[src/rtl/sisc_trace_pkg.sv]
// rtl/sisc_trace_pkg.sv - shared state encoding, widths and record-width helper for the trace monitor
// Record width depends on SISC_TRACE_TIMESTAMP_EN.
package sisc_trace_pkg;

   typedef enum logic [1:0] {
      ST_RUN   = 2'd0,
      ST_DRAIN = 2'd1,
      ST_DONE  = 2'd2
   } trace_state_e;

   localparam int TS_W = 32;

   function automatic int rec_width(input int pc_w, input int ir_w);
`ifdef SISC_TRACE_TIMESTAMP_EN
      return TS_W + pc_w + ir_w;
`else
      return pc_w + ir_w;
`endif
   endfunction

endpackage

[src/rtl/sisc_trace_fifo.sv]
// rtl/sisc_trace_fifo.sv - synchronous trace-record FIFO with full/empty flags
// DEPTH must be a power of two and at least 2; pointers carry one extra wrap bit.
module sisc_trace_fifo #(
   parameter int WIDTH = 48,
   parameter int DEPTH = 8
) (
   input  logic             clk,
   input  logic             rst_f,
   input  logic             push_i,
   input  logic [WIDTH-1:0] wdata_i,
   input  logic             pop_i,
   output logic [WIDTH-1:0] rdata_o,
   output logic             full_o,
   output logic             empty_o
);

   localparam int AW = $clog2(DEPTH);

   logic [AW:0]      wr_ptr_q, wr_ptr_d;
   logic [AW:0]      rd_ptr_q, rd_ptr_d;
   logic [WIDTH-1:0] mem_q [DEPTH];
   logic             pop_en;
   logic             push_en;

   assign empty_o = (wr_ptr_q == rd_ptr_q);
   assign full_o  = (wr_ptr_q[AW] != rd_ptr_q[AW]) &&
                    (wr_ptr_q[AW-1:0] == rd_ptr_q[AW-1:0]);

   // A pop in the same cycle frees the slot, so a push into a full FIFO still lands.
   assign pop_en  = pop_i && !empty_o;
   assign push_en = push_i && (!full_o || pop_en);

   // Output is forced to zero when empty so nothing stale is visible after reset.
   assign rdata_o = empty_o ? '0 : mem_q[rd_ptr_q[AW-1:0]];

   always_comb begin
      wr_ptr_d = wr_ptr_q;
      rd_ptr_d = rd_ptr_q;
      if (push_en) begin
         wr_ptr_d = wr_ptr_q + (AW+1)'(1);
      end
      if (pop_en) begin
         rd_ptr_d = rd_ptr_q + (AW+1)'(1);
      end
   end

   always_ff @(posedge clk or negedge rst_f) begin
      if (!rst_f) begin
         wr_ptr_q <= '0;
         rd_ptr_q <= '0;
      end else begin
         wr_ptr_q <= wr_ptr_d;
         rd_ptr_q <= rd_ptr_d;
      end
   end

   always_ff @(posedge clk) begin
      if (push_en) begin
         mem_q[wr_ptr_q[AW-1:0]] <= wdata_i;
      end
   end

endmodule

[src/rtl/sisc_trace_mon.sv]
// rtl/sisc_trace_mon.sv - SISC retirement-trace monitor: capture, stream, drop count, halt drain
// Define SISC_TRACE_TIMESTAMP_EN to prefix each record with a 32-bit cycle stamp.
module sisc_trace_mon
   import sisc_trace_pkg::*;
#(
   parameter int DEPTH  = 8,
   parameter int PC_W   = 16,
   parameter int IR_W   = 32,
   parameter int DROP_W = 8
) (
   input  logic                                clk,
   input  logic                                rst_f,
   input  logic                                ret_valid,
   input  logic [PC_W-1:0]                     ret_pc,
   input  logic [IR_W-1:0]                     ret_ir,
   input  logic                                halt,
   output logic                                tr_valid,
   input  logic                                tr_ready,
   output logic [rec_width(PC_W, IR_W)-1:0]    tr_data,
   output logic [DROP_W-1:0]                   drop_cnt,
   output logic                                done
);

   localparam int REC_W = rec_width(PC_W, IR_W);

   trace_state_e      state_q, state_d;
   logic [DROP_W-1:0] drop_q, drop_d;
   logic              done_q;
   logic              fifo_full;
   logic              fifo_empty;
   logic              pop;
   logic              push_req;
   logic              drop_hit;
   logic [REC_W-1:0]  rec;

`ifdef SISC_TRACE_TIMESTAMP_EN
   logic [TS_W-1:0] ts_q;

   always_ff @(posedge clk or negedge rst_f) begin
      if (!rst_f) begin
         ts_q <= '0;
      end else begin
         ts_q <= ts_q + TS_W'(1);
      end
   end

   assign rec = {ts_q, ret_pc, ret_ir};
`else
   assign rec = {ret_pc, ret_ir};
`endif

   assign pop      = tr_ready && !fifo_empty;
   assign push_req = ret_valid && (state_q == ST_RUN);
   assign drop_hit = push_req && fifo_full && !pop;

   sisc_trace_fifo #(
      .WIDTH (REC_W),
      .DEPTH (DEPTH)
   ) u_fifo (
      .clk     (clk),
      .rst_f   (rst_f),
      .push_i  (push_req),
      .wdata_i (rec),
      .pop_i   (tr_ready),
      .rdata_o (tr_data),
      .full_o  (fifo_full),
      .empty_o (fifo_empty)
   );

   // The retiring HALT itself is still captured on the cycle halt is seen.
   always_comb begin
      state_d = state_q;
      drop_d  = drop_q;
      case (state_q)
         ST_RUN: begin
            if (drop_hit && (drop_q != '1)) begin
               drop_d = drop_q + DROP_W'(1);
            end
            if (halt) begin
               state_d = ST_DRAIN;
            end
         end
         ST_DRAIN: begin
            if (fifo_empty) begin
               state_d = ST_DONE;
            end
         end
         ST_DONE: begin
            state_d = ST_DONE;
         end
         default: begin
            state_d = ST_RUN;
         end
      endcase
   end

   always_ff @(posedge clk or negedge rst_f) begin
      if (!rst_f) begin
         state_q <= ST_RUN;
         drop_q  <= '0;
         done_q  <= 1'b0;
      end else begin
         state_q <= state_d;
         drop_q  <= drop_d;
         done_q  <= (state_q == ST_DONE);
      end
   end

   assign tr_valid = !fifo_empty;
   assign drop_cnt = drop_q;
   assign done     = done_q;

endmodule

[config.mk]
export PLATFORM = sky130hd
export DESIGN_NAME = sisc_trace_mon
export DESIGN_NICKNAME = d
export VERILOG_FILES = /design/src/rtl/sisc_trace_pkg.sv /design/src/rtl/sisc_trace_fifo.sv /design/src/rtl/sisc_trace_mon.sv
export SDC_FILE = /design/constraint.sdc
export NUM_CORES = 1
export LEC_CHECK = 0
export CAP_MARGIN = 25
export CORE_MARGIN = 5
export CORE_UTILIZATION = 53
export DETAILED_ROUTE_END_ITERATION = 6
export GPL_ROUTABILITY_DRIVEN = 0
export PLACE_DENSITY = 0.76
export SLEW_MARGIN = 20
export SYNTH_ARGS = -nofsm -noshare
export SYNTH_HDL_FRONTEND = slang
export SYNTH_SLANG_ARGS = --single-unit
[constraint.sdc]
create_clock -name clk -period 6 [get_ports clk]
set_clock_uncertainty 0.2 [all_clocks]
set_input_delay 0.9 -clock clk [delete_from_list [all_inputs] [get_ports clk]]
set_output_delay 0.9 -clock clk [all_outputs]
set_load 0.005 [all_outputs]
==> reports/qor.csv, run 1 <==
metric,value,unit
GRT met1 Usage,24.8,%
PD cells,464,mW/mm^2
cell internal pwr,6.13,mW
DR DRC count,0,
CTS Buf Count,38,
global route overflow,0,
PortBufs,110,
largest area contributor in the synthesized netlist,edfxtp_1,
via count,7274,
Seq cells post-synth,403,
Initial Utilization,53.9,%
Nets,893,
setup_tns,0,ns
Worst Max-Slew Pin Slew,1.08,ns
fin worst setup slack,1.28,ns
design area,0.0183,mm^2
crit path from,u_fifo.rd_ptr_q[1],
largest net degree at the start of global routing,61,
TritonCTS clock tree,built,
Max Freq,212,MHz
status,"complete, no violations",
first-pass GRT wire length,46.5,mm
sw frac,27.8,%
Crit. End Element,output port,
FP Rows,62,
sw power,2.36,mW
CP arrival,3.62,ns
I/O pins,111,
Pins Over Slew Limit,0,
H-Tree Depth,2,
Crit Reg-Reg Startpoint,u_fifo.rd_ptr_q[1],
combinational power share,32.1,%
max-cap viol count,0,
Tmin final,4.72,ns
layout cell share with drive strength beyond 1,20.5,%
RSZ-0062 raised after global routing,no,
Setup CP Type,register to output port,
worst vdd ir,242,uV
number of distinct library cells after synthesis,30,
capturing point of the worst reg2reg path,state_q[0],
sequential share of power,41.9,%
setup bufs post-CTS,0,
HP Class,register to register,
worst hold-check slack,0.288,ns
vias in the first global route,7830,
Post-Syn Area,0.0155,mm^2
Critical Path RT,4.90,ns
GRT Overall Usage,18.4,%
worst slew margin relative to its limit,28.3,%
First-pass DRT Iterations,5,
net count after synthesis,763,
Setup crit start kind,register,
Reg2Reg Setup Slack,2.56,ns
diode count,0,
GRT busiest layer,met2,
initial antenna violation count,3,
DIE HEIGHT,181,um
M3 GR Usage,3.72,%
Area after DPL,0.0171,mm^2
part of the Yosys area used for sequential elements,77.4,%
ys flop type,edfxtp_1,
Synth top area share,74.3,%
Routed Antenna Nets,0,
Final Setup Violations,0,
met2 Track Usage GR,31.4,%
Avg Inst Size Synth,22.1,um^2
detailed placement HPWL,16.3,mm
Clock Power Share,26.1,%
routed len/inst,24.3,um
width of the chip,181,um
CTS Root Cell,clkbuf_16,
post-place setup slack,1.79,ns
Post-synth ARST share,4.71,%
"commonest non-fill, non-tap cell in the layout",edfxtp_1,
Starting DRT DRC Count,731,
Routed WL,30.2,mm
clk buf depth,3,
CP endpoint,tr_data[37],
clock sink count,403,
Leak,6.02,nW
Synth warnings,0,
R2R depth,7,
Area growth syn-to-layout,17.8,%
Worst Path Max Fanout,41,
most frequent cells in the layout,"384 x edfxtp_1, 110 x clkdlybuf4s50_1, 96 x mux4_2",
Hold Fails Final Rpt,0,
Vias/cell,5.85,
full die area,0.0328,mm^2
core area,0.0288,mm^2
Clock transition at path regs,0.06,ns
Clock Latency Late Sink,0.51,ns
number of synthesized flops with an enable pin,384,
CTS Hold Bufs,0,
Tcrit/Tclk final,78.7,%
# resized after CTS,0,
Area contributors post-synth,"edfxtp_1 74%, mux4_2 14%, mux2i_1 3.1%",
Synth Instances,703,
[cells by family (layout without fill, tap and decap cells)]
logic type	after synthesis	in the layout	share of synthesized area (%)
XOR/XNOR	17	17	0.960
AO/OA/AOI/OAI	4	4	0.169
flip-flops	403	403	77.4
buffers and inverters	42	199	1.22
multiplexers	149	149	17.4
AND/OR/NAND/NOR	81	81	2.29
adder cells (fa/ha/maj)	7	7	0.565
[synthesized netlist by cell type, drive strengths merged, types with 3 or more instances]
master	count
edfxtp	384
mux4	96
nor2	57
mux2i	48
buf	24
dfrtp	19
clkbuf	12
xor2	11
ha	7
inv	6
nor3	6
xnor2	6
mux2	5
nand2	5
nand2b	3
nand3	3
[per-stage QoR]
| step | util [%] | instances | total power, mW |
|---|---|---|---|
| 2_1_floorplan | - | 703 | 5.14 |
| 3_3_place_gp | 59.5 | 1177 | 6.29 |
| 3_5_place_dp | 59.5 | 1177 | 6.37 |
| 4_1_cts | 63.5 | 1244 | 8.59 |
| 5_1_grt | 63.5 | 1244 | 8.90 |
| 6_report | 63.5 | 1244 | 8.48 |
[cell type report]
cell class	instances	area (um^2)
Clock buffer	52	1020
Fill cell	1850	10500
Timing Repair Buffer	126	1220
Multi-Input combinational cell	258	3380
Tap cell	384	480
Inverter	6	22.5
Sequential cell	403	12000
Clock inverter	15	120
[per-layer routing]
layer | vias up | routed length [um]
met5 | - | 34
met4 | 6 | 522
met3 | 46 | 2080
met2 | 269 | 15600
met1 | 3818 | 11900
li1 | 3135 | -
[critical path, stage by stage (launching register included)]
cell and delay, ns:
dfrtp_4 0.82, xnor2_1 0.20, nand3_1 0.20, nor2_4 0.81, buf_4 0.45, nor2_1 0.15
clkdlybuf4s50_1 0.47
[power groups by stage]
| stage | clock network (mW) | registers (mW) | logic (mW) |
|---|---|---|---|
| finish | 2.21 | 3.55 | 2.72 |
| CTS | 2.26 | 3.56 | 2.78 |
| global placement | 0 | 3.59 | 2.70 |
| detailed placement | 0 | 3.61 | 2.75 |
| global route | 2.38 | 3.58 | 2.95 |
| floorplan | 0 | 3.46 | 1.68 |
[state kept, by name, summed over array words and instances, names as in the netlist]
signal and flops:
u_fifo.mem_q 384, state_q 2, u_fifo.rd_ptr_q 4, u_fifo.wr_ptr_q 4, drop_cnt 8, done 1
[worst min path at each step]
stage                        from                 end  slack [ns]  cells after the start
2_1_floorplan  u_fifo.wr_ptr_q[3]  u_fifo.wr_ptr_q[3]        0.26                      1
3_3_place_gp   u_fifo.rd_ptr_q[3]  u_fifo.rd_ptr_q[3]        0.27                      1
3_5_place_dp   u_fifo.rd_ptr_q[3]  u_fifo.rd_ptr_q[3]        0.29                      1
4_1_cts        u_fifo.rd_ptr_q[3]  u_fifo.rd_ptr_q[3]        0.29                      1
5_1_grt        u_fifo.rd_ptr_q[3]  u_fifo.rd_ptr_q[3]        0.31                      1
6_report       u_fifo.rd_ptr_q[3]  u_fifo.rd_ptr_q[3]        0.29                      1
No activity file was read; power rests on OpenSTA's default activity.
==> run 2: changes to the inputs <==
==> constraint.sdc (replaced) <==
create_clock -name clk -period 4.3 [get_ports clk]
set_clock_uncertainty 0.2 [all_clocks]
set_input_delay 0.645 -clock clk [delete_from_list [all_inputs] [get_ports clk]]
set_output_delay 0.645 -clock clk [all_outputs]
set_load 0.005 [all_outputs]
==> run 2 against run 1 <==
Net effect: hold slack improved by 0.0044 ns; die area unchanged; sequential cell count unchanged; via count increased by 0.45%; sequential share of layout area decreased by 1.0 points; design area increased by 1.6%; clock power increased by 57%; critical path depth decreased by 1; sequential power increased by 40%; utilization increased by 1.0 points; register-to-register slack got worse by 1.3 ns; non-clock buffer count increased by 5; critical path type unchanged; critical endpoint is now tr_data[5]; highest routed layer unchanged.
==> reports/qor.csv, run 2 (synthesis gave the netlist of run 1 again) <==
metric,value,unit,change
routed len/inst,24.4,um,+0.53%
Starting DRT DRC Count,554,,-24%
Worst Max-Slew Pin Slew,0.946,ns,-0.129 ns
FP Rows,62,,unchanged
most frequent cells in the layout,"384 x edfxtp_1, 110 x clkdlybuf4s50_1, 96 x mux4_2",,
DIE HEIGHT,181,um,unchanged
Tmin final,3.87,ns,
vias in the first global route,7818,,-0.15%
Final Setup Violations,0,,unchanged
HP Class,register to register,,
Nets,901,,+0.90%
initial antenna violation count,2,,-1
first-pass GRT wire length,47.5,mm,+2.3%
Tcrit/Tclk final,89.9,%,
CTS Root Cell,clkbuf_16,,
Leak,6.17,nW,+2.4%
global route overflow,0,,unchanged
Worst Path Max Fanout,26,,-37%
Initial Utilization,53.9,%,unchanged
TritonCTS clock tree,built,,
design area,0.0186,mm^2,+1.6%
detailed placement HPWL,16.8,mm,+3.1%
DR DRC count,0,,unchanged
PortBufs,110,,unchanged
CP arrival,3.02,ns,-0.60 ns
H-Tree Depth,2,,unchanged
Vias/cell,5.80,,-0.74%
Hold Path Stages,1,,unchanged
RSZ-0062 raised after global routing,no,,
I/O pins,111,,unchanged
Routed WL,30.7,mm,+1.7%
Hold Fails Final Rpt,0,,unchanged
status,"complete, no violations",,
Critical Path RT,3.45,ns,-1.45 ns
First-pass DRT Iterations,5,,unchanged
setup bufs post-CTS,0,,unchanged
Setup CP Type,register to output port,,
width of the chip,181,um,unchanged
"commonest non-fill, non-tap cell in the layout",edfxtp_1,,
# resized after CTS,0,,unchanged
max-cap viol count,0,,unchanged
GRT Overall Usage,19.0,%,+0.55 points
worst slew margin relative to its limit,36.7,%,+8.4 points
setup_tns,0,ns,unchanged
Max Freq,259,MHz,
Crit. End Element,output port,,
Area growth syn-to-layout,19.6,%,
via count,7307,,+0.45%
CTS Buf Count,41,,+7.9%
Layout Utilization,64.5,%,+1.0 points
clk buf depth,3,,unchanged
final non-filler cell total,1259,,+1.2%
Largest register FFs,384,,unchanged
Clock transition at path regs,0.06,ns,about the same
CTS Hold Bufs,0,,unchanged
full die area,0.0328,mm^2,unchanged
Inst Count DP,1182,,+0.42%
Routed Antenna Nets,0,,unchanged
largest net degree at the start of global routing,72,,+18%
Pins Over Slew Limit,0,,unchanged
Area after DPL,0.0172,mm^2,+0.55%
worst vdd ir,464,uV,+92%
layout cell share with drive strength beyond 1,22.4,%,+2.0 points
Clock Latency Late Sink,0.53,ns,+0.02 ns
core area,0.0288,mm^2,unchanged
worst hold-check slack,0.293,ns,+0.00444 ns
PD cells,663,mW/mm^2,+43%
Setup crit start kind,register,,
clock sink count,403,,unchanged
R2R depth,5,,-2
run 2: changes by cell type in the layout (fill, tap and decap cells not counted):
| cell | previous run | this run |
|---|---|---|
| buf_4 | 16 | 17 |
| clkinv_4 | 0 | 1 |
| clkbuf_16 | 39 | 43 |
| buf_12 | 0 | 4 |
| diode_2 | 0 | 1 |
| bufinv_16 | 2 | 4 |
| clkinv_2 | 2 | 7 |
| nor3_2 | 4 | 3 |
| clkbuf_1 | 13 | 7 |
| inv_6 | 1 | 2 |
| nor3_4 | 0 | 1 |
| clkinvlp_4 | 1 | 3 |
run 2: final cells by class:
cell class              count  area [um^2]
repair buffers            131         1310
well taps                 384          480
inverters                   6         22.5
clock buffers              50         1100
multi-input cells         258         3390
diodes                      1         2.50
flip-flops and latches    403        12000
fillers                  1851        10200
clock inverters            26          238
run 2: path summary, 6_finish.rpt:
path | start | to | slack (ns)
min in group asynchronous | rst_f | drop_cnt[5] | 0.45
hold / removal | u_fifo.wr_ptr_q[3] | u_fifo.wr_ptr_q[3] | 0.29
setup / recovery | u_fifo.rd_ptr_q[0] | tr_data[5] | 0.43
max in group asynchronous | rst_f | u_fifo.rd_ptr_q[1] | 2.76
hold reg to reg | u_fifo.wr_ptr_q[3] | u_fifo.wr_ptr_q[3] | 0.29
setup reg to reg | u_fifo.rd_ptr_q[0] | u_fifo.mem_q[5][47] | 1.23
run 2: where the power goes:
group	internal [mW]	total, mW	leakage, nW	switching [mW]
clock network	2.07	3.47	0.650	1.40
registers	4.66	4.96	3.70	0.297
logic	2.15	3.87	1.81	1.71
run 2: worst max-delay path, stage by stage (launching register included):
cell             delay (ns)
dfrtp_4                0.76
buf_4                  0.46
mux4_2                 0.57
mux2i_1                0.17
nor2_1                 0.06
clkdlybuf4s50_1        0.45
run 2: per-stage QoR:
step | power [mW] | setup slack, ns
3_3_place_gp | 8.89 | 0.976
6_report | 12.3 | 0.435
3_5_place_dp | 8.99 | 0.950
2_1_floorplan | 7.18 | -0.740
4_1_cts | 12.5 | 0.362
5_1_grt | 12.9 | 0.230
run 2: routing by layer:
layer	vias to the layer above	global-route usage [%]	share of wire, %
li1	3162	-	-
met1	3863	25.8	40
met2	239	32.1	52
met3	41	3.56	5.8
met4	2	4.92	1.6
met5	-	0	0.042
==> run 3: changes to the inputs <==
--- a/config.mk
+++ b/config.mk
@@ -6,7 +6,7 @@
 export NUM_CORES = 1
 export LEC_CHECK = 0
 export CAP_MARGIN = 25
-export CORE_MARGIN = 5
+export CORE_MARGIN = 1
 export CORE_UTILIZATION = 53
 export DETAILED_ROUTE_END_ITERATION = 6
 export GPL_ROUTABILITY_DRIVEN = 0
==> run 3 against run 2 <==
Net effect: count of clock-buffer cells in the layout decreased by 9; register-to-register slack got worse by 0.25 ns; design area increased by 0.59%; die area decreased by 8.6%; routed wire length down 0.58%; non-clock buffer count shrank 1; via count rose by 0.75%; critical path type unchanged.
==> reports/qor.csv, run 3 (synthesis gave the netlist of run 1 again) <==
metric,value,unit,change
FP Rows,62,,unchanged
CP Cell Sequence,buf_4 > mux4_2 > mux2i_1 > nor2_1 > clkdlybuf4s50_1,,
Initial Utilization,53.9,%,unchanged
DIE HEIGHT,173,um,-4.4%
Tmin final,3.99,ns,+0.125 ns
Largest register FFs,384,,unchanged
global route overflow,0,,unchanged
Worst Max-Slew Pin Slew,1.05,ns,+0.100 ns
met2 Track Usage GR,37.2,%,+5.0 points
worst slew margin relative to its limit,30.2,%,-6.5 points
Tcrit/Tclk final,92.8,%,+2.9 points
detailed placement HPWL,16.6,mm,-1.3%
H-Tree Depth,2,,unchanged
vias in the first global route,7905,,+1.1%
CTS Root Cell,clkbuf_16,,
GRT Overall Usage,21.1,%,+2.1 points
most frequent cells in the layout,"384 x edfxtp_1, 110 x clkdlybuf4s50_1, 96 x mux4_2",,
Crit. End Element,output port,,
Design Power,12.6,mW,+2.6%
"delay-heaviest family, CP",buffers and inverters,,
clk buf depth,3,,unchanged
CTS Buf Count,39,,-4.9%
Hold Path Stages,1,,unchanged
CP arrival,3.15,ns,+0.13 ns
"commonest non-fill, non-tap cell in the layout",edfxtp_1,,
initial antenna violation count,1,,-1
status,"complete, no violations",,
width of the chip,173,um,-4.4%
Routed WL,30.5,mm,-0.58%
routed len/inst,24.4,um,about the same
first-pass GRT wire length,46.9,mm,-1.4%
Hold Fails Final Rpt,0,,unchanged
PortBufs,110,,unchanged
Clock Latency Late Sink,0.52,ns,about the same
full die area,0.0300,mm^2,-8.6%
largest net degree at the start of global routing,53,,-26%
DR DRC count,0,,unchanged
HP Class,register to register,,
Worst Path Max Fanout,31,,+19%
Crit Reg-Reg Startpoint,u_fifo.rd_ptr_q[1],,
Critical Path RT,3.45,ns,about the same
Layout Utilization,64.9,%,+0.38 points
Area growth syn-to-layout,20.4,%,
GRT met1 Usage,27.0,%,+1.1 points
CP max-delay cell,dfrtp_4,,
core area,0.0288,mm^2,unchanged
Nets,898,,-0.33%
Setup CP Type,register to output port,,
# resized after CTS,0,,unchanged
via count,7362,,+0.75%
Clock transition at path regs,0.06,ns,about the same
capturing point of the worst reg2reg path,u_fifo.mem_q[3][25],,
Max Freq,251,MHz,-3.1%
worst vdd ir,356,uV,-23%
Starting DRT DRC Count,703,,+27%
CTS Hold Bufs,0,,unchanged
Pins Over Slew Limit,0,,unchanged
First-pass DRT Iterations,5,,unchanged
hold path startpoint,u_fifo.wr_ptr_q[3],,
CP max stage delay,0.67,ns,-0.09 ns
Final Setup Violations,0,,unchanged
RSZ-0062 raised after global routing,no,,
GRT busiest layer,met2,,
Layout fillers,1804,,-2.5%
Routed Antenna Nets,0,,unchanged
I/O pins,111,,unchanged
clock sink count,403,,unchanged
Reg2Reg Setup Slack,0.98,ns,-0.25 ns
Setup crit start kind,register,,
PD cells,676,mW/mm^2,+2.0%
Leak,6.22,nW,+0.84%
Buf/Inv on CP,2,,unchanged
layout cell share with drive strength beyond 1,22.6,%,+0.21 points
Hold EP,u_fifo.wr_ptr_q[3],,
Vias/cell,5.88,,+1.4%
M3 GR Usage,3.54,%,-0.019 points
R2R depth,5,,unchanged
max-cap viol count,0,,unchanged
setup_tns,0,ns,unchanged
TritonCTS clock tree,built,,
setup bufs post-CTS,0,,unchanged
[run 3: report_power, final]
group	switching, mW	internal [mW]	total (mW)
sequential	0.274	4.66	4.94
combinational	1.72	2.14	3.86
clock	1.41	2.42	3.83
total	3.41	9.22	12.6
[run 3: layer usage]
metal / vias to the layer above / wire [um]
met5: - / 0
met4: 0 / 696
met3: 51 / 1560
met2: 269 / 16100
met1: 3898 / 12200
li1: 3144 / -
[run 3: cell type report]
class	instances	area, um^2	share of cell area (%)
well taps	384	480	2.57
clock inverters	28	453	2.43
inverters	6	22.5	0.121
clock buffers	41	1000	5.38
repair buffers	130	1300	6.97
flip-flops and latches	403	12000	64.4
diodes	1	2.50	0.0134
multi-input cells	258	3390	18.1
[run 3: per-stage QoR]
step	hold slack (ns)	area, um^2	instances	setup slack (ns)
after floorplan	0.149	15500	703	-0.740
after global placement	0.275	17200	1181	0.851
after detailed placement	0.280	17200	1181	0.832
after CTS	0.293	18700	1250	0.219
after global routing	0.306	18700	1250	0.102
final	0.292	18700	1251	0.310
[run 3: worst register-to-register path, stage by stage, from the launching register on]
cell and delay (ns):
dfrtp_4 0.81, xnor2_1 0.17, nand3_1 0.21, o211ai_1 0.38, nor2_4 0.62, buf_4 0.56
[run 3: how the worst max path moves through the flow]
stage                             startpoint            endpoint  slack (ns)  cells after the start
after floorplan                    ret_valid  u_fifo.mem_q[4][0]       -0.74                      3
after global placement    u_fifo.rd_ptr_q[0]         tr_data[17]        0.85                      5
after detailed placement  u_fifo.rd_ptr_q[0]         tr_data[22]        0.83                      5
after CTS                 u_fifo.rd_ptr_q[0]         tr_data[17]        0.22                      5
after global routing      u_fifo.rd_ptr_q[0]         tr_data[17]        0.10                      5
final                     u_fifo.rd_ptr_q[0]         tr_data[17]        0.31                      5
